==> config.mk <==
export PLATFORM = sky130hd
export DESIGN_NAME = dlx_mem_arbiter
export DESIGN_NICKNAME = d
export VERILOG_FILES = /design/src/rtl/dlx_mem_arbiter.sv
export SDC_FILE = /design/constraint.sdc
export NUM_CORES = 1
export LEC_CHECK = 0
export BUFFER_PORTS_ARGS = -buffer_cell sky130_fd_sc_hd__buf_4
export CORE_MARGIN = 2
export CORE_UTILIZATION = 51
export CTS_CLUSTER_DIAMETER = 150
export CTS_CLUSTER_SIZE = 8
export DETAILED_ROUTE_END_ITERATION = 12
export MAX_ROUTING_LAYER = met4
export PLACE_DENSITY = 0.83
export SLEW_MARGIN = 30
export SYNTH_ARGS = -nofsm -noshare
export SYNTH_HDL_FRONTEND = slang
export SYNTH_SLANG_ARGS = --single-unit
export TNS_END_PERCENT = 20
==> constraint.sdc <==
create_clock -name clk -period 8.6 [get_ports clk]
set_input_delay 2.15 -clock clk [delete_from_list [all_inputs] [get_ports clk]]
set_output_delay 2.15 -clock clk [all_outputs]
set_load 0.02 [all_outputs]
==> src/rtl/dlx_mem_arbiter.sv <==
// Arbitrates a DLX core's instruction-fetch and load/store ports onto one shared
// memory bus. Grants alternate under contention; a stuck bus times out and sets bus_err.
module dlx_mem_arbiter #(
  parameter int DATA_WIDTH      = 32,
  parameter int INST_ADDR_WIDTH = 20,
  parameter int DATA_ADDR_WIDTH = 32,
  parameter int TIMEOUT         = 16
) (
  input  logic                       clk,
  input  logic                       rst,
  input  logic                       instr_rd_en,
  input  logic [INST_ADDR_WIDTH-1:0] instr_addr,
  output logic [DATA_WIDTH-1:0]      instruction,
  output logic                       instr_valid,
  input  logic                       data_rd_en,
  input  logic                       data_wr_en,
  input  logic [DATA_ADDR_WIDTH-1:0] data_addr,
  input  logic [DATA_WIDTH-1:0]      data_write,
  output logic [DATA_WIDTH-1:0]      data_read,
  output logic                       data_valid,
  output logic                       mem_req,
  output logic                       mem_we,
  output logic [DATA_ADDR_WIDTH-1:0] mem_addr,
  output logic [DATA_WIDTH-1:0]      mem_wdata,
  input  logic [DATA_WIDTH-1:0]      mem_rdata,
  input  logic                       mem_ack,
  output logic                       stall,
  output logic                       bus_err
);

  typedef enum logic [1:0] {IDLE, GRANT_I, GRANT_D} state_t;

  state_t state, state_nxt;
  logic       last_grant_d;   // 1 = data port was served last
  logic       we_q;
  logic [7:0] wait_cnt;

  logic d_req, sample, grant_i, grant_d, busy, timeout_hit, done;

  assign d_req       = data_rd_en | data_wr_en;
  // Requesters still hold their request during the valid pulse, so IDLE
  // skips that cycle rather than re-granting a stale request.
  assign sample      = (state == IDLE) & ~instr_valid & ~data_valid;
  assign grant_d     = sample & d_req & (~instr_rd_en | ~last_grant_d);
  assign grant_i     = sample & instr_rd_en & ~grant_d;
  assign busy        = (state == GRANT_I) | (state == GRANT_D);
  assign timeout_hit = busy & ~mem_ack & (wait_cnt == 8'(TIMEOUT - 1));
  assign done        = busy & (mem_ack | timeout_hit);

  always_ff @(posedge clk or posedge rst) begin
    if (rst) state <= IDLE;
    else     state <= state_nxt;
  end

  always_comb begin
    state_nxt = state;
    case (state)
      IDLE: begin
        if (grant_d)      state_nxt = GRANT_D;
        else if (grant_i) state_nxt = GRANT_I;
      end
      GRANT_I, GRANT_D: if (done) state_nxt = IDLE;
      default: state_nxt = IDLE;
    endcase
  end

  always_ff @(posedge clk or posedge rst) begin
    if (rst) begin
      last_grant_d <= 1'b0;
      we_q         <= 1'b0;
      wait_cnt     <= '0;
      mem_addr     <= '0;
      mem_wdata    <= '0;
      instruction  <= '0;
      data_read    <= '0;
      instr_valid  <= 1'b0;
      data_valid   <= 1'b0;
      bus_err      <= 1'b0;
    end else begin
      instr_valid <= 1'b0;
      data_valid  <= 1'b0;
      if (grant_d) begin
        mem_addr  <= data_addr;
        mem_wdata <= data_write;
        we_q      <= data_wr_en;
        wait_cnt  <= '0;
      end else if (grant_i) begin
        mem_addr  <= DATA_ADDR_WIDTH'(instr_addr);
        we_q      <= 1'b0;
        wait_cnt  <= '0;
      end else if (done) begin
        last_grant_d <= (state == GRANT_D);
        if (timeout_hit) bus_err <= 1'b1;
        if (state == GRANT_I) begin
          instruction <= timeout_hit ? '0 : mem_rdata;
          instr_valid <= 1'b1;
        end else begin
          if (!we_q) data_read <= timeout_hit ? '0 : mem_rdata;
          data_valid <= 1'b1;
        end
      end else if (busy) begin
        wait_cnt <= wait_cnt + 8'd1;
      end
    end
  end

  assign mem_req = busy;
  assign mem_we  = (state == GRANT_D) & we_q;
  assign stall   = ~rst & ((instr_rd_en & ~instr_valid) | (d_req & ~data_valid));

endmodule

# Yosys cells after proc, flatten, opt, wreduce, memory -nomap -nowiden
# Index checks and enable logic that the tools add are counted.
[classes] add_sub_neg=1 eq_ne=6 mux=21 bitwise=28 n_reduce_logical=10
[op_table] operator="$mux W32" n=3
[op_table] operator="$mux W8" n=4
[op_table] operator="$and A1 B1 Y1" n=13
[op_table] operator="$mux W1" n=10
[op_table] operator="$not A1 Y1" n=10
[op_table] operator="$add A8 B1 Y8 const B" n=1
[op_table] operator="$eq A8 B4 Y1 const B" n=1
[op_table] operator="$reduce_and A4 Y1" n=2
[op_table] operator="$mux W2" n=3
[op_table] operator="$ne A3 B3 Y1 const B" n=2
[op_table] operator="$or A1 B1 Y1" n=5
[op_table] operator="$reduce_and A5 Y1" n=1
[op_table] operator="$pmux W2 S2" n=1
[op_table] operator="$reduce_and A2 Y1" n=2
[op_table] operator="$reduce_and A3 Y1" n=1
[op_table] operator="$reduce_bool A3 Y1" n=1
[op_table] operator="$eq A2 B1 Y1 const B" n=1
[op_table] operator="$eq A2 B2 Y1 const B" n=1
[op_table] operator="$logic_not A2 Y1" n=1
[op_table] operator="$ne A2 B2 Y1 const B" n=1
[op_table] operator="$reduce_bool A2 Y1" n=1
[op_table] operator="$reduce_or A2 Y1" n=1
[totals] register_bits=143 in_bits=122 output_inout_bits=134 word_cells=77

# Depth between registers and ports, before layout
# Gate-level depths: netlist of the first run.
[depth] word_depth=10 mapped_depth=8 depth_no_buf=6

# Worst setup path before layout of the first run
# Ideal clock, no wire load.
[synth_path] kind="input port to output port" startpoint="input port data_wr_en" endpoint="output port stall" arrival_time_ns=2.586 slack_ns=3.864 stages=4 path_buffers=0 path_cell_list="nor2_1 > nor2_1 > a21oi_1 > nor2_1"
[synth_between] elab_chain_len=4
[synth_lines] item="from (decl)" line_no="16" text="input logic data_wr_en,"
[synth_lines] item="$or A1 B1 Y1" line_no="40" text="assign d_req = data_rd_en | data_wr_en;"
[synth_lines] item="$and A1 B1 Y1" line_no="109" text="assign stall = ~rst & ((instr_rd_en & ~instr_valid) | (d_req & ~data_valid));"
[synth_lines] item="$or A1 B1 Y1" line_no="109"
[synth_lines] item="$and A1 B1 Y1" line_no="109"
[synth_lines] item="to (decl)" line_no="27" text="output logic stall,"
# Every way passes these cells.

# Worst setup path in the final report of the first run
# Same ends and word-level chain as after synthesis.

==> results of run 1 <==
==> where the power goes <==
group	switching, mW	total (mW)	internal, mW
clock	0.277	0.838	0.561
sequential	0.180	1.18	0.996
combinational	0.938	1.68	0.746
total	1.40	3.70	2.30
==> cells by family after synthesis <==
| logic type | Yosys count |
|---|---|
| flops | 143 |
| compound gates | 45 |
| mux | 87 |
| simple gates | 184 |
| fa+ha+maj | 4 |
| buf+inv | 31 |
| xor+xnor | 5 |
==> per-stage QoR <==
stage / area [sq um] / hold WS [ns] / instances / power (mW) / worst slack [ns]
6_report: 8670 / 0.475 / 909 / 3.70 / 3.50
3_3_place_gp: 7940 / 0.460 / 875 / 2.79 / 3.52
2_1_floorplan: 5930 / 0.480 / 499 / 2.14 / 2.61
5_1_grt: 8670 / 0.490 / 909 / 3.90 / 3.44
3_5_place_dp: 7960 / 0.463 / 876 / 2.85 / 3.52
4_1_cts: 8650 / 0.478 / 908 / 3.72 / 3.49
==> cells in the final DEF (no fill, tap or decap), types with 2 or more instances in the layout <==
| master | n |
|---|---|
| nand2_1 | 121 |
| and2_1 | 33 |
| nor2_1 | 10 |
| nand2b_1 | 2 |
| clkinvlp_4 | 2 |
| ha_1 | 4 |
| xnor2_1 | 2 |
| inv_1 | 4 |
| bufinv_16 | 6 |
| clkbuf_8 | 2 |
| mux2i_1 | 22 |
| and3_1 | 3 |
| buf_4 | 258 |
| mux2_2 | 65 |
| o21ai_0 | 21 |
| nor3b_1 | 2 |
| nand3b_1 | 2 |
| a22o_1 | 13 |
| clkinv_4 | 4 |
| nand4_1 | 2 |
| a21oi_1 | 4 |
| buf_6 | 2 |
| xor2_1 | 3 |
| nor2b_1 | 2 |
| clkbuf_16 | 17 |
| dfrtp_1 | 143 |
==> worst paths after layout <==
| path | to | slack (ns) | cells past startpoint |
|---|---|---|---|
| max | stall | 3.50 | 6 |
| min | mem_wdata[29]$_DFFE_PP0N_ | 0.48 | 2 |
| max reg2reg | mem_addr[8]$_DFFE_PP0P_ | 5.98 | 6 |
| min reg2reg | mem_wdata[29]$_DFFE_PP0N_ | 0.48 | 2 |
| max in group asynchronous | data_read[4]$_DFFE_PP0P_ | 5.72 | 3 |
| min in group asynchronous | mem_addr[26]$_DFFE_PP0P_ | 1.84 | 2 |
==> flip-flops by register name, summed over array words and instances (netlist names) <==
register,count
instruction,32
mem_wdata,32
mem_addr,32
bus_err,1
wait_cnt,8
instr_valid,1
data_valid,1
data_read,32
last_grant_d,1
state,2
we_q,1
==> routing by layer <==
layer | routed length (um) | vias to the layer above
met5 | 0 | -
met4 | 320 | 0
met3 | 1370 | 27
met2 | 7970 | 202
met1 | 6130 | 2246
li1 | - | 2171
==> area by class of cell <==
type                            count  area, sq um  share of cell area, %
Multi-Input combinational cell    325         2230                   25.7
Timing Repair Buffer              261         1970                   22.8
Clock inverter                     13          235                   2.71
Inverter                            5         23.8                  0.274
Tap cell                          143          179                   2.06
Clock buffer                       19          453                   5.22
Sequential cell                   143         3580                   41.3
==> critical path, delay by kind of cell <==
family                 cells  cell delay [ns]
buffers and inverters      2             0.29
AND/OR/NAND/NOR            3             0.31
AO/OA/AOI/OAI              1             0.19
==> impl_metrics.prom, run 1 <==
# TYPE chip_impl_metric gauge
chip_impl_metric{name="hold_buffers",unit=""} 0
chip_impl_metric{name="postCtsResizedCells",unit=""} 0
chip_impl_metric{name="grtUsageMet2",unit="%"} 43.2
chip_impl_metric{name="synthCells",unit=""} 499
chip_impl_metric{name="final-max-slew-violation-count",unit=""} 0
chip_impl_metric{name="drt-initial-drc-count",unit=""} 182
chip_impl_metric{name="area_growth",unit="%"} 46.2
chip_impl_metric{name="tightest_slew",unit="ns"} 0.651
chip_impl_info{name="post-synth-top-count-cell",value="dfrtp_1"} 1
chip_impl_metric{name="critPathArrivalTime",unit="ns"} 2.95
chip_impl_metric{name="syn_nets",unit=""} 625
chip_impl_metric{name="simple_gate_area_share_of_the_yosys_netlist",unit="%"} 14.6
chip_impl_metric{name="synth_cell_type_count",unit=""} 38
chip_impl_metric{name="nets",unit=""} 879
chip_impl_metric{name="timing.max_cap.violations",unit=""} 0
chip_impl_metric{name="grt_pass1_vias",unit=""} 4945
chip_impl_metric{name="total_grt_usage",unit="%"} 26.3
chip_impl_metric{name="cts_inserted_buffers",unit=""} 17
chip_impl_metric{name="yosys.area_share.adder",unit="%"} 0.844
chip_impl_metric{name="gp_congestion",unit=""} 0.907
chip_impl_info{name="setup.worst_path.end_class",value="output pin"} 1
chip_impl_metric{name="design.core.area",unit="sq um"} 11400
chip_impl_metric{name="worst_supply_voltage_drop_on_vdd",unit="mV"} 0.263
chip_impl_info{name="root_buffer",value="clkbuf_16"} 1
chip_impl_metric{name="edff_count_synth",unit=""} 0
chip_impl_metric{name="fin_crit",unit="ns"} 5.10
chip_impl_metric{name="vias_per_cell",unit=""} 5.11
chip_impl_info{name="top_post_synthesis_cells_by_area",value="dfrtp_1 60%, mux2_2 12%, nand2_1 7.7%"} 1
chip_impl_metric{name="dr_pass1_iterations",unit=""} 5
chip_impl_metric{name="wl_per_cell",unit="um"} 17.4
chip_impl_metric{name="post_synth_xor_area_fraction",unit="%"} 0.739
chip_impl_metric{name="final_core_utilization",unit="%"} 76.3
chip_impl_metric{name="global_route_met3_utilization",unit="%"} 8.98
chip_impl_metric{name="place.detailed.hpwl",unit="um"} 11200
chip_impl_info{name="worst_path_max_delay_cell",value="a21oi_1"} 1
chip_impl_metric{name="global_route.overflow_total",unit=""} 0
chip_impl_metric{name="setup_viol_count_final",unit=""} 0
chip_impl_info{name="outcome",value="finished, final reports clean"} 1
chip_impl_metric{name="drc",unit=""} 0
chip_impl_metric{name="total_negative_setup_slack",unit="ns"} 0
chip_impl_metric{name="clk_pin_slew_worst_paths",unit="ns"} 0.06
chip_impl_metric{name="power.density_cell_area",unit="nW/um^2"} 427
chip_impl_metric{name="path_max_fanout",unit=""} 4
chip_impl_metric{name="fmax",unit="GHz"} 0.196
chip_impl_metric{name="antenna_cells",unit=""} 0
chip_impl_metric{name="die_height",unit="um"} 112
chip_impl_metric{name="slowest_delay",unit="ns"} 0.19
chip_impl_metric{name="groute.layer.met1.usage",unit="%"} 30.3
chip_impl_metric{name="nFillCells",unit=""} 718
chip_impl_metric{name="insertion_delay_of_the_later_clocked_pin_in_the_worst_skew_pair",unit="ns"} 0.41
chip_impl_metric{name="postSynthRegisterBits",unit=""} 143
chip_impl_metric{name="postCtsSetupRepairBufs",unit=""} 0
chip_impl_metric{name="cts_max_level",unit=""} 4
chip_impl_info{name="worst_setup_path_start_kind",value="primary input"} 1
chip_impl_metric{name="grt_first_pass_wirelength",unit="um"} 24900
chip_impl_metric{name="via_count",unit=""} 4646
chip_impl_metric{name="yosysSeqAreaShare",unit="%"} 60.4
chip_impl_info{name="rsz0062_at_grt",value="false"} 1
chip_impl_metric{name="final-hold-violation-count",unit=""} 0
chip_impl_metric{name="design.portCount",unit=""} 256
chip_impl_metric{name="initial_core_util",unit="%"} 52.2
chip_impl_metric{name="synthesized_area_fraction_occupied_by_ao_oa_aoi_and_oai_cells",unit="%"} 4.92
chip_impl_metric{name="max_slew_margin",unit="%"} 56.5
chip_impl_metric{name="timing.final.crit_share",unit="%"} 59.2
chip_impl_metric{name="die_width",unit="um"} 112
chip_impl_metric{name="route.antenna.remaining_nets",unit=""} 0
chip_impl_info{name="worst_r2r_startpoint",value="state[1]$_DFFE_PP0P_"} 1
chip_impl_info{name="holdCritPathClass",value="flop to flop"} 1
chip_impl_metric{name="antenna_found_initial",unit=""} 0
chip_impl_info{name="largest_family_of_logic_cells_by_synthesized_area",value="multiplexers"} 1
chip_impl_info{name="clock_tree_from_tritoncts",value="built"} 1
chip_impl_info{name="timing.critical_path.cells",value="buf_4 > nor2_1 > nor2_1 > a21oi_1 > nor2_1 > buf_4"} 1
chip_impl_metric{name="synth_largest_type_area_fraction",unit="%"} 60.4
chip_impl_metric{name="route.final.wire_length",unit="um"} 15800
chip_impl_metric{name="asyncSetResetFlopFracSynth",unit="%"} 100
chip_impl_info{name="grt_busiest_layer",value="met2"} 1
chip_impl_metric{name="count_of_warnings_emitted_by_yosys",unit=""} 0
chip_impl_info{name="worst_setup_path_startpoint",value="data_wr_en"} 1
chip_impl_info{name="postSynth.topFlopCell",value="dfrtp_1"} 1
chip_impl_info{name="hold_path_startpoint",value="mem_wdata[29]$_DFFE_PP0N_"} 1
chip_impl_metric{name="final_layout_size_suffix_gt1_share",unit="%"} 47.7
chip_impl_metric{name="grt_max_degree",unit=""} 75
chip_impl_metric{name="die_area",unit="sq um"} 12500
chip_impl_info{name="top_cell_types_by_occurrence_after_synthesis",value="143 x dfrtp_1, 121 x nand2_1, 65 x mux2_2"} 1
chip_impl_info{name="cell_taking_the_most_area_after_synthesis",value="dfrtp_1"} 1
chip_impl_metric{name="timing.critical_path.required",unit="ns"} 6.45
chip_impl_metric{name="clock_sink_count",unit=""} 143
chip_impl_metric{name="fin_skew",unit="ns"} 0.00743
chip_impl_info{name="criticalPathCategory",value="primary input to output pin"} 1
chip_impl_metric{name="syn_area_per_cell",unit="sq um"} 11.9
chip_impl_info{name="worst_path_most_repeated_cell",value="nor2_1"} 1
chip_impl_metric{name="yosys-mux-area-fraction",unit="%"} 16.1
chip_impl_metric{name="floorplan.rows",unit=""} 39
chip_impl_metric{name="numPortBuffers",unit=""} 255
chip_impl_metric{name="syn-cell-area",unit="sq um"} 5930
chip_impl_metric{name="clockBufferDepth",unit=""} 2
chip_impl_metric{name="power.static_leakage",unit="nW"} 4.41
Power figures use the tool's default switching activity.
==> inputs of run 2 (changes only) <==
ABC_AREA = 1   (was default)
CORE_UTILIZATION = 48   (was 51)
PLACE_DENSITY = 0.78   (was 0.83)
clock period = 5.22 ns   (was 8.6 ns; I/O delays follow)
==> run 2 against run 1 <==
  * Synthesized cell count is 35% higher
  * Register-to-register slack worse by 4.3 ns
  * Setup slack worse by 1.9 ns
  * Global-route usage hardly changed
  * Cell count is 21% higher
  * Hold slack better by 0.0042 ns
  * Wire length is 9.2% higher
  * Critical endpoint is now instruction[9]$_DFFE_PP0P_
  * Largest cell class unchanged
  * Highest routed layer unchanged
==> impl_metrics.prom, run 2 <==
# TYPE chip_impl_metric gauge
chip_impl_metric{name="dr_pass1_iterations",unit=""} 5
chip_impl_metric{name="drc",unit=""} 0
chip_impl_metric{name="final-max-slew-violation-count",unit=""} 0
chip_impl_metric{name="postCtsResizedCells",unit=""} 0
chip_impl_info{name="postSynth.topFlopCell",value="dfrtp_1"} 1
chip_impl_metric{name="initial_core_util",unit="%"} 49.2
chip_impl_info{name="top_cell_types_by_occurrence_after_synthesis",value="210 x nand2_1, 143 x dfrtp_1, 74 x nand3_1"} 1
chip_impl_metric{name="die_width",unit="um"} 118
chip_impl_metric{name="multi_input_comb_area",unit="sq um"} 2260
chip_impl_metric{name="syn-cell-area",unit="sq um"} 6210
chip_impl_metric{name="power.density_cell_area",unit="nW/um^2"} 678
chip_impl_metric{name="critPathArrivalTime",unit="ns"} 3.88
chip_impl_info{name="layout.cells.most_common_list",value="263 x buf_4, 210 x nand2_1, 143 x dfrtp_1"} 1
chip_impl_metric{name="syn_area_per_cell",unit="sq um"} 9.23
chip_impl_info{name="outcome",value="finished, final reports clean"} 1
chip_impl_metric{name="fin_skew",unit="ns"} 0.00573
chip_impl_metric{name="dp_slack",unit="ns"} 1.24
chip_impl_metric{name="nets",unit=""} 1043
chip_impl_metric{name="clk_pin_slew_worst_paths",unit="ns"} 0.06
chip_impl_metric{name="grt_pass1_vias",unit=""} 5643
chip_impl_metric{name="cts_inserted_buffers",unit=""} 17
chip_impl_metric{name="final_layout_size_suffix_gt1_share",unit="%"} 36.6
chip_impl_metric{name="power.static_leakage",unit="nW"} 4.73
chip_impl_metric{name="dr_wl_met3",unit="um"} 1090
chip_impl_metric{name="drt-initial-drc-count",unit=""} 469
chip_impl_metric{name="worst_reg_to_reg_cells",unit=""} 12
chip_impl_metric{name="cts_max_level",unit=""} 4
chip_impl_info{name="rr_endpoint",value="instruction[9]$_DFFE_PP0P_"} 1
chip_impl_metric{name="worst-r2r-setup-slack",unit="ns"} 1.71
chip_impl_metric{name="path_max_fanout",unit=""} 34
chip_impl_metric{name="timing.critical_path.required",unit="ns"} 5.53
chip_impl_metric{name="worst_supply_voltage_drop_on_vdd",unit="mV"} 0.394
chip_impl_metric{name="min_delay_path_depth",unit=""} 2
chip_impl_metric{name="global_route.overflow_total",unit=""} 0
chip_impl_info{name="worst_r2r_startpoint",value="state[0]$_DFFE_PP0P_"} 1
chip_impl_info{name="cell_taking_the_most_area_after_synthesis",value="dfrtp_1"} 1
chip_impl_info{name="hold_path_end",value="instruction[13]$_DFFE_PP0P_"} 1
chip_impl_info{name="route.top_layer_used",value="met4"} 1
chip_impl_metric{name="antenna_cells",unit=""} 0
chip_impl_metric{name="max_slew_margin",unit="%"} 45.4
chip_impl_metric{name="routed-wl-met2",unit="um"} 8380
chip_impl_metric{name="numPortBuffers",unit=""} 255
chip_impl_metric{name="place.detailed.hpwl",unit="um"} 11600
chip_impl_info{name="clock_tree_from_tritoncts",value="built"} 1
chip_impl_metric{name="dpl_cell_area",unit="sq um"} 8240
chip_impl_metric{name="setup_viol_count_final",unit=""} 0
chip_impl_info{name="criticalPathCategory",value="primary input to flop"} 1
chip_impl_metric{name="die_area",unit="sq um"} 13900
chip_impl_metric{name="register_area",unit="sq um"} 3580
chip_impl_metric{name="tightest_slew",unit="ns"} 0.817
chip_impl_metric{name="die_height",unit="um"} 118
chip_impl_metric{name="timing.final.crit_share",unit="%"} 68.4
chip_impl_info{name="worst_setup_path_start_kind",value="primary input"} 1
chip_impl_metric{name="fin_crit",unit="ns"} 3.57
chip_impl_metric{name="floorplan.rows",unit=""} 41
chip_impl_metric{name="grt_first_pass_wirelength",unit="um"} 28300
chip_impl_metric{name="timing.max_cap.violations",unit=""} 0
chip_impl_metric{name="route.antenna.remaining_nets",unit=""} 0
chip_impl_metric{name="antenna_found_initial",unit=""} 0
chip_impl_metric{name="clock_sink_count",unit=""} 143
chip_impl_metric{name="via_count",unit=""} 5668
chip_impl_info{name="post-synth-top-count-cell",value="nand2_1"} 1
chip_impl_metric{name="postSynthRegisterBits",unit=""} 143
chip_impl_metric{name="yosysSeqAreaShare",unit="%"} 57.6
chip_impl_metric{name="vias_per_cell",unit=""} 5.14
chip_impl_metric{name="fmax",unit="GHz"} 0.280
chip_impl_info{name="hold_path_startpoint",value="instruction[13]$_DFFE_PP0P_"} 1
chip_impl_metric{name="route.final.wire_length",unit="um"} 17200
chip_impl_metric{name="design.portCount",unit=""} 256
chip_impl_metric{name="insertion_delay_of_the_later_clocked_pin_in_the_worst_skew_pair",unit="ns"} 0.42
chip_impl_metric{name="count_of_warnings_emitted_by_yosys",unit=""} 0
chip_impl_info{name="layout.cells.most_common",value="buf_4"} 1
chip_impl_metric{name="area_growth",unit="%"} 41.9
chip_impl_metric{name="gp_congestion",unit=""} 0.821
chip_impl_info{name="top_post_synthesis_cells_by_area",value="dfrtp_1 58%, nand2_1 13%, nand3_1 6.0%"} 1
chip_impl_metric{name="synth_cell_type_count",unit=""} 25
chip_impl_metric{name="design.core.area",unit="sq um"} 12600
chip_impl_metric{name="syn_nets",unit=""} 799
chip_impl_metric{name="postCtsSetupRepairBufs",unit=""} 0
chip_impl_metric{name="grt_max_degree",unit=""} 116
chip_impl_metric{name="wl_per_cell",unit="um"} 15.6
chip_impl_metric{name="synth_largest_type_area_fraction",unit="%"} 57.6
chip_impl_metric{name="asyncSetResetFlopFracSynth",unit="%"} 100
chip_impl_metric{name="total_negative_setup_slack",unit="ns"} 0
chip_impl_metric{name="detail_route.wirelength.met1",unit="um"} 7140
chip_impl_info{name="root_buffer",value="clkbuf_16"} 1
chip_impl_metric{name="final-hold-violation-count",unit=""} 0
chip_impl_metric{name="edff_count_synth",unit=""} 0
chip_impl_metric{name="total_grt_usage",unit="%"} 26.4
chip_impl_metric{name="clockBufferDepth",unit=""} 2
chip_impl_metric{name="hold_buffers",unit=""} 0
chip_impl_metric{name="nFillCells",unit=""} 1023
chip_impl_metric{name="synthCells",unit=""} 673
chip_impl_info{name="setup.worst_path.end_class",value="flop"} 1
chip_impl_info{name="rsz0062_at_grt",value="false"} 1
chip_impl_metric{name="setup_ws",unit="ns"} 1.65
chip_impl_info{name="holdCritPathClass",value="flop to flop"} 1
chip_impl_metric{name="fin_area",unit="sq um"} 8820
run 2: cell count changes after synthesis, moves of 13 or more:
| cell | change |
|---|---|
| inv_1 | +43 |
| mux2_2 | -33 |
| nand3_1 | +74 |
| nand2_1 | +89 |
| and2_1 | -33 |
| a22o_1 | -13 |
| nor2_1 | +35 |
| nand4_1 | +32 |
| mux2i_1 | -22 |
run 2: worst max-delay path, cell delays in order:
cell	delay, ns
buf_4	0.12
nor2_1	0.09
nand3_1	0.15
nor2_4	0.10
buf_4	0.34
nor2_1	0.18
nor2_4	0.65
nand2_2	0.61
nand2_1	0.21
nand2_1	0.08
run 2: power breakdown:
group	internal [mW]	switching (mW)
combinational	1.17	1.72
clock	0.741	0.441
sequential	1.63	0.285
total	3.54	2.44
run 2: final cells by class:
type / instances / share of cell area (%)
clock buffer: 27 / 6.04
clock inverter: 5 / 0.567
inverter: 53 / 2.34
multi-input combinational: 439 / 25.6
sequential: 143 / 40.6
tap: 172 / 2.44
timing repair buffer: 263 / 22.4
run 2: logic make-up after synthesis:
kind of cell             count (synthesis)  synth area share (%)
multiplexers                            32                  5.80
AND/OR/NAND/NOR                        374                  26.2
AO/OA/AOI/OAI                           25                  3.08
flip-flops                             143                  57.6
XOR/XNOR                                 4                 0.564
buffers and inverters                   91                  6.02
adder cells (fa/ha/maj)                  4                 0.805
run 2: worst max path at each step:
stage | startpoint | endpoint | slack (ns)
after global routing | state[0]$_DFFE_PP0P_ | instruction[26]$_DFFE_PP0P_ | 1.34
after global placement | mem_ack | instruction[21]$_DFFE_PP0P_ | 1.38
final | mem_ack | instruction[9]$_DFFE_PP0P_ | 1.65
after floorplan | rst | bus_err$_DFFE_PP0P_ | 0.08
after CTS | mem_ack | instruction[20]$_DFFE_PP0P_ | 1.68
after detailed placement | mem_ack | instruction[17]$_DFFE_PP0P_ | 1.24
run 2: through the flow:
step	hold slack [ns]	power (mW)	cells	utilization, %
3_3_place_gp	0.464	4.77	1070	65.2
3_5_place_dp	0.467	4.82	1070	65.3
6_report	0.479	5.98	1102	69.9
5_1_grt	0.497	6.34	1102	69.9
4_1_cts	0.482	6.02	1102	69.9
2_1_floorplan	0.449	3.62	673	-
run 2: metal layers:
layer  vias to the layer above  GRT usage [%]
met4                         0           13.0
met2                       255           40.6
met1                      2680           33.4
met3                        50           5.43
li1                       2683              -
met5                         -              -
==> inputs of run 3 (changes only) <==
clock period = 3.6 ns   (was 5.22 ns; I/O delays follow)
==> run 3 against run 2 <==
  * Clock-buffer cell count decreased by 4
  * Die area unchanged
  * Largest cell class unchanged
  * Critical endpoint is now mem_req
  * Core utilization increased by 1.3 points
  * Wire length increased by 2.8%
  * Setup slack got worse by 0.47 ns
  * Sequential power increased by 45%
  * Highest routed layer unchanged
  * Global-route usage increased by 1.1 points
==> impl_metrics.prom, run 3 (synthesis results as in run 2) <==
# TYPE chip_impl_metric gauge
chip_impl_info{name="outcome",value="finished, final reports clean"} 1
chip_impl_metric{name="drc",unit=""} 0
chip_impl_metric{name="max_slew_margin",unit="%"} 46.1
chip_impl_metric{name="global_route.overflow_total",unit=""} 0
chip_impl_metric{name="clockBufferDepth",unit=""} 2
chip_impl_metric{name="insertion_delay_of_the_later_clocked_pin_in_the_worst_skew_pair",unit="ns"} 0.42
chip_impl_metric{name="fmax",unit="GHz"} 0.413
chip_impl_metric{name="fin_crit",unit="ns"} 2.42
chip_impl_metric{name="die_height",unit="um"} 118
chip_impl_metric{name="antenna_cells",unit=""} 0
chip_impl_metric{name="cell_internal_pwr",unit="mW"} 5.47
chip_impl_metric{name="nFillCells",unit=""} 996
chip_impl_metric{name="via_count",unit=""} 5775
chip_impl_info{name="criticalPathCategory",value="flop to output pin"} 1
chip_impl_metric{name="final_layout_size_suffix_gt1_share",unit="%"} 36.8
chip_impl_metric{name="power.static_leakage",unit="nW"} 4.80
chip_impl_info{name="holdCritPathClass",value="flop to flop"} 1
chip_impl_metric{name="grt_first_pass_wirelength",unit="um"} 29400
chip_impl_info{name="layout.cells.most_common_list",value="265 x buf_4, 210 x nand2_1, 143 x dfrtp_1"} 1
chip_impl_metric{name="die_width",unit="um"} 118
chip_impl_metric{name="seqPwrFrac",unit="%"} 30.7
chip_impl_metric{name="multi_input_comb_area",unit="sq um"} 2260
chip_impl_metric{name="die_area",unit="sq um"} 13900
chip_impl_metric{name="timing.critical_path.required",unit="ns"} 2.70
chip_impl_info{name="root_buffer",value="clkbuf_16"} 1
chip_impl_metric{name="instances_no_fill",unit=""} 1106
chip_impl_metric{name="postCtsResizedCells",unit=""} 0
chip_impl_info{name="clock_tree_from_tritoncts",value="built"} 1
chip_impl_metric{name="clockPowerShare",unit="%"} 22.6
chip_impl_metric{name="total_grt_usage",unit="%"} 27.5
chip_impl_metric{name="drt-initial-drc-count",unit=""} 610
chip_impl_metric{name="wl_per_cell",unit="um"} 16.0
chip_impl_metric{name="initial_core_util",unit="%"} 49.2
chip_impl_metric{name="final-hold-violation-count",unit=""} 0
chip_impl_metric{name="antenna_found_initial",unit=""} 0
chip_impl_metric{name="hold_buffers",unit=""} 0
chip_impl_metric{name="power.density_cell_area",unit="nW/um^2"} 1010
chip_impl_metric{name="numPlacedInstances",unit=""} 1074
chip_impl_metric{name="place.detailed.hpwl",unit="um"} 11900
chip_impl_info{name="worst_r2r_startpoint",value="state[0]$_DFFE_PP0P_"} 1
chip_impl_metric{name="route.antenna.remaining_nets",unit=""} 0
chip_impl_metric{name="timing.max_cap.violations",unit=""} 0
chip_impl_metric{name="setup_viol_count_final",unit=""} 0
chip_impl_metric{name="vias_per_cell",unit=""} 5.22
chip_impl_metric{name="dr_pass1_iterations",unit=""} 5
chip_impl_metric{name="clk_pin_slew_worst_paths",unit="ns"} 0.06
chip_impl_metric{name="timing.final.crit_share",unit="%"} 67.2
chip_impl_metric{name="combPwrFrac",unit="%"} 46.8
chip_impl_metric{name="postCtsSetupRepairBufs",unit=""} 0
chip_impl_metric{name="fin_skew",unit="ns"} 0.00536
chip_impl_info{name="hold_path_startpoint",value="instruction[10]$_DFFE_PP0P_"} 1
chip_impl_info{name="worst_setup_path_startpoint",value="state[0]$_DFFE_PP0P_"} 1
chip_impl_metric{name="numPortBuffers",unit=""} 255
chip_impl_metric{name="cts_max_level",unit=""} 4
chip_impl_info{name="worst_setup_path_start_kind",value="flop"} 1
chip_impl_metric{name="design.core.area",unit="sq um"} 12600
chip_impl_metric{name="design.portCount",unit=""} 256
chip_impl_metric{name="floorplan.rows",unit=""} 41
chip_impl_metric{name="route.final.wire_length",unit="um"} 17700
chip_impl_metric{name="clock_sink_count",unit=""} 143
chip_impl_info{name="setup.worst_path.end_class",value="output pin"} 1
chip_impl_metric{name="grt_pass1_vias",unit=""} 5828
chip_impl_metric{name="worst_supply_voltage_drop_on_vdd",unit="mV"} 0.570
chip_impl_metric{name="area_growth",unit="%"} 44.6
chip_impl_metric{name="grt_max_degree",unit=""} 70
chip_impl_metric{name="tightest_slew",unit="ns"} 0.807
chip_impl_metric{name="cts_inserted_buffers",unit=""} 17
chip_impl_info{name="layout.cells.most_common",value="buf_4"} 1
chip_impl_metric{name="critPathArrivalTime",unit="ns"} 1.52
chip_impl_metric{name="register_area",unit="sq um"} 3580
chip_impl_metric{name="worst-r2r-setup-slack",unit="ns"} 1.21
chip_impl_info{name="rsz0062_at_grt",value="false"} 1
chip_impl_metric{name="path_max_fanout",unit=""} 7
chip_impl_metric{name="nets",unit=""} 1047
chip_impl_metric{name="gp_congestion",unit=""} 0.827
chip_impl_metric{name="switching_share",unit="%"} 39.7
chip_impl_metric{name="total_negative_setup_slack",unit="ns"} 0
chip_impl_metric{name="total_switching_power",unit="mW"} 3.60
chip_impl_metric{name="final-max-slew-violation-count",unit=""} 0
## run 3: worst paths after layout
check / end / cells after the start
setup / recovery: mem_req / 3
hold / removal: instruction[10]$_DFFE_PP0P_ / 2
setup reg to reg: instruction[12]$_DFFE_PP0P_ / 10
hold reg to reg: instruction[10]$_DFFE_PP0P_ / 2
max in group asynchronous: data_read[22]$_DFFE_PP0P_ / 3
min in group asynchronous: mem_wdata[31]$_DFFE_PP0N_ / 2
## run 3: critical path, cell delays in order, from the launching register on
cell and delay [ns]:
dfrtp_1 0.38, inv_1 0.08, ha_1 0.44, buf_4 0.20
## run 3: area by class of cell
| type | count | share of cell area [%] |
|---|---|---|
| Tap cell | 172 | 2.39 |
| Timing Repair Buffer | 267 | 22.6 |
| Sequential cell | 143 | 39.8 |
| Inverter | 53 | 2.26 |
| Clock buffer | 23 | 5.54 |
| Multi-Input combinational cell | 439 | 25.2 |
| Clock inverter | 9 | 2.24 |
## run 3: power groups by stage
| stage | Sequential (mW) | Clock (mW) | Combinational, mW |
|---|---|---|---|
| finish | 2.78 | 2.05 | 4.24 |
| global route | 2.88 | 2.15 | 4.58 |
| CTS | 2.78 | 2.07 | 4.26 |
| detailed placement | 2.79 | 0 | 4.25 |
| global placement | 2.77 | 0 | 4.17 |
| floorplan | 3.62 | 0 | 1.62 |
## run 3: per-stage QoR
stage | instance area [sq um] | util [%] | hold WS, ns | power, mW | setup slack (ns)
2_1_floorplan | 6220 | - | 0.449 | 5.25 | 0.909
3_5_place_dp | 8290 | 65.7 | 0.467 | 7.04 | 0.938
6_report | 8990 | 71.2 | 0.481 | 9.07 | 1.18
3_3_place_gp | 8290 | 65.7 | 0.465 | 6.94 | 1.05
4_1_cts | 8990 | 71.2 | 0.483 | 9.11 | 1.17
5_1_grt | 8990 | 71.2 | 0.499 | 9.60 | 0.988
## run 3: routing by layer
layer  vias to the layer above  wire length [um]  share of wire, %  track usage [%]
li1                       2696                 -                 -                -
met1                      2777              7210                41             34.1
met2                       268              8890                50             43.6
met3                        34              1190               6.7             7.12
met4                         0               437               2.5             10.1
met5                         -                 0                 0                -
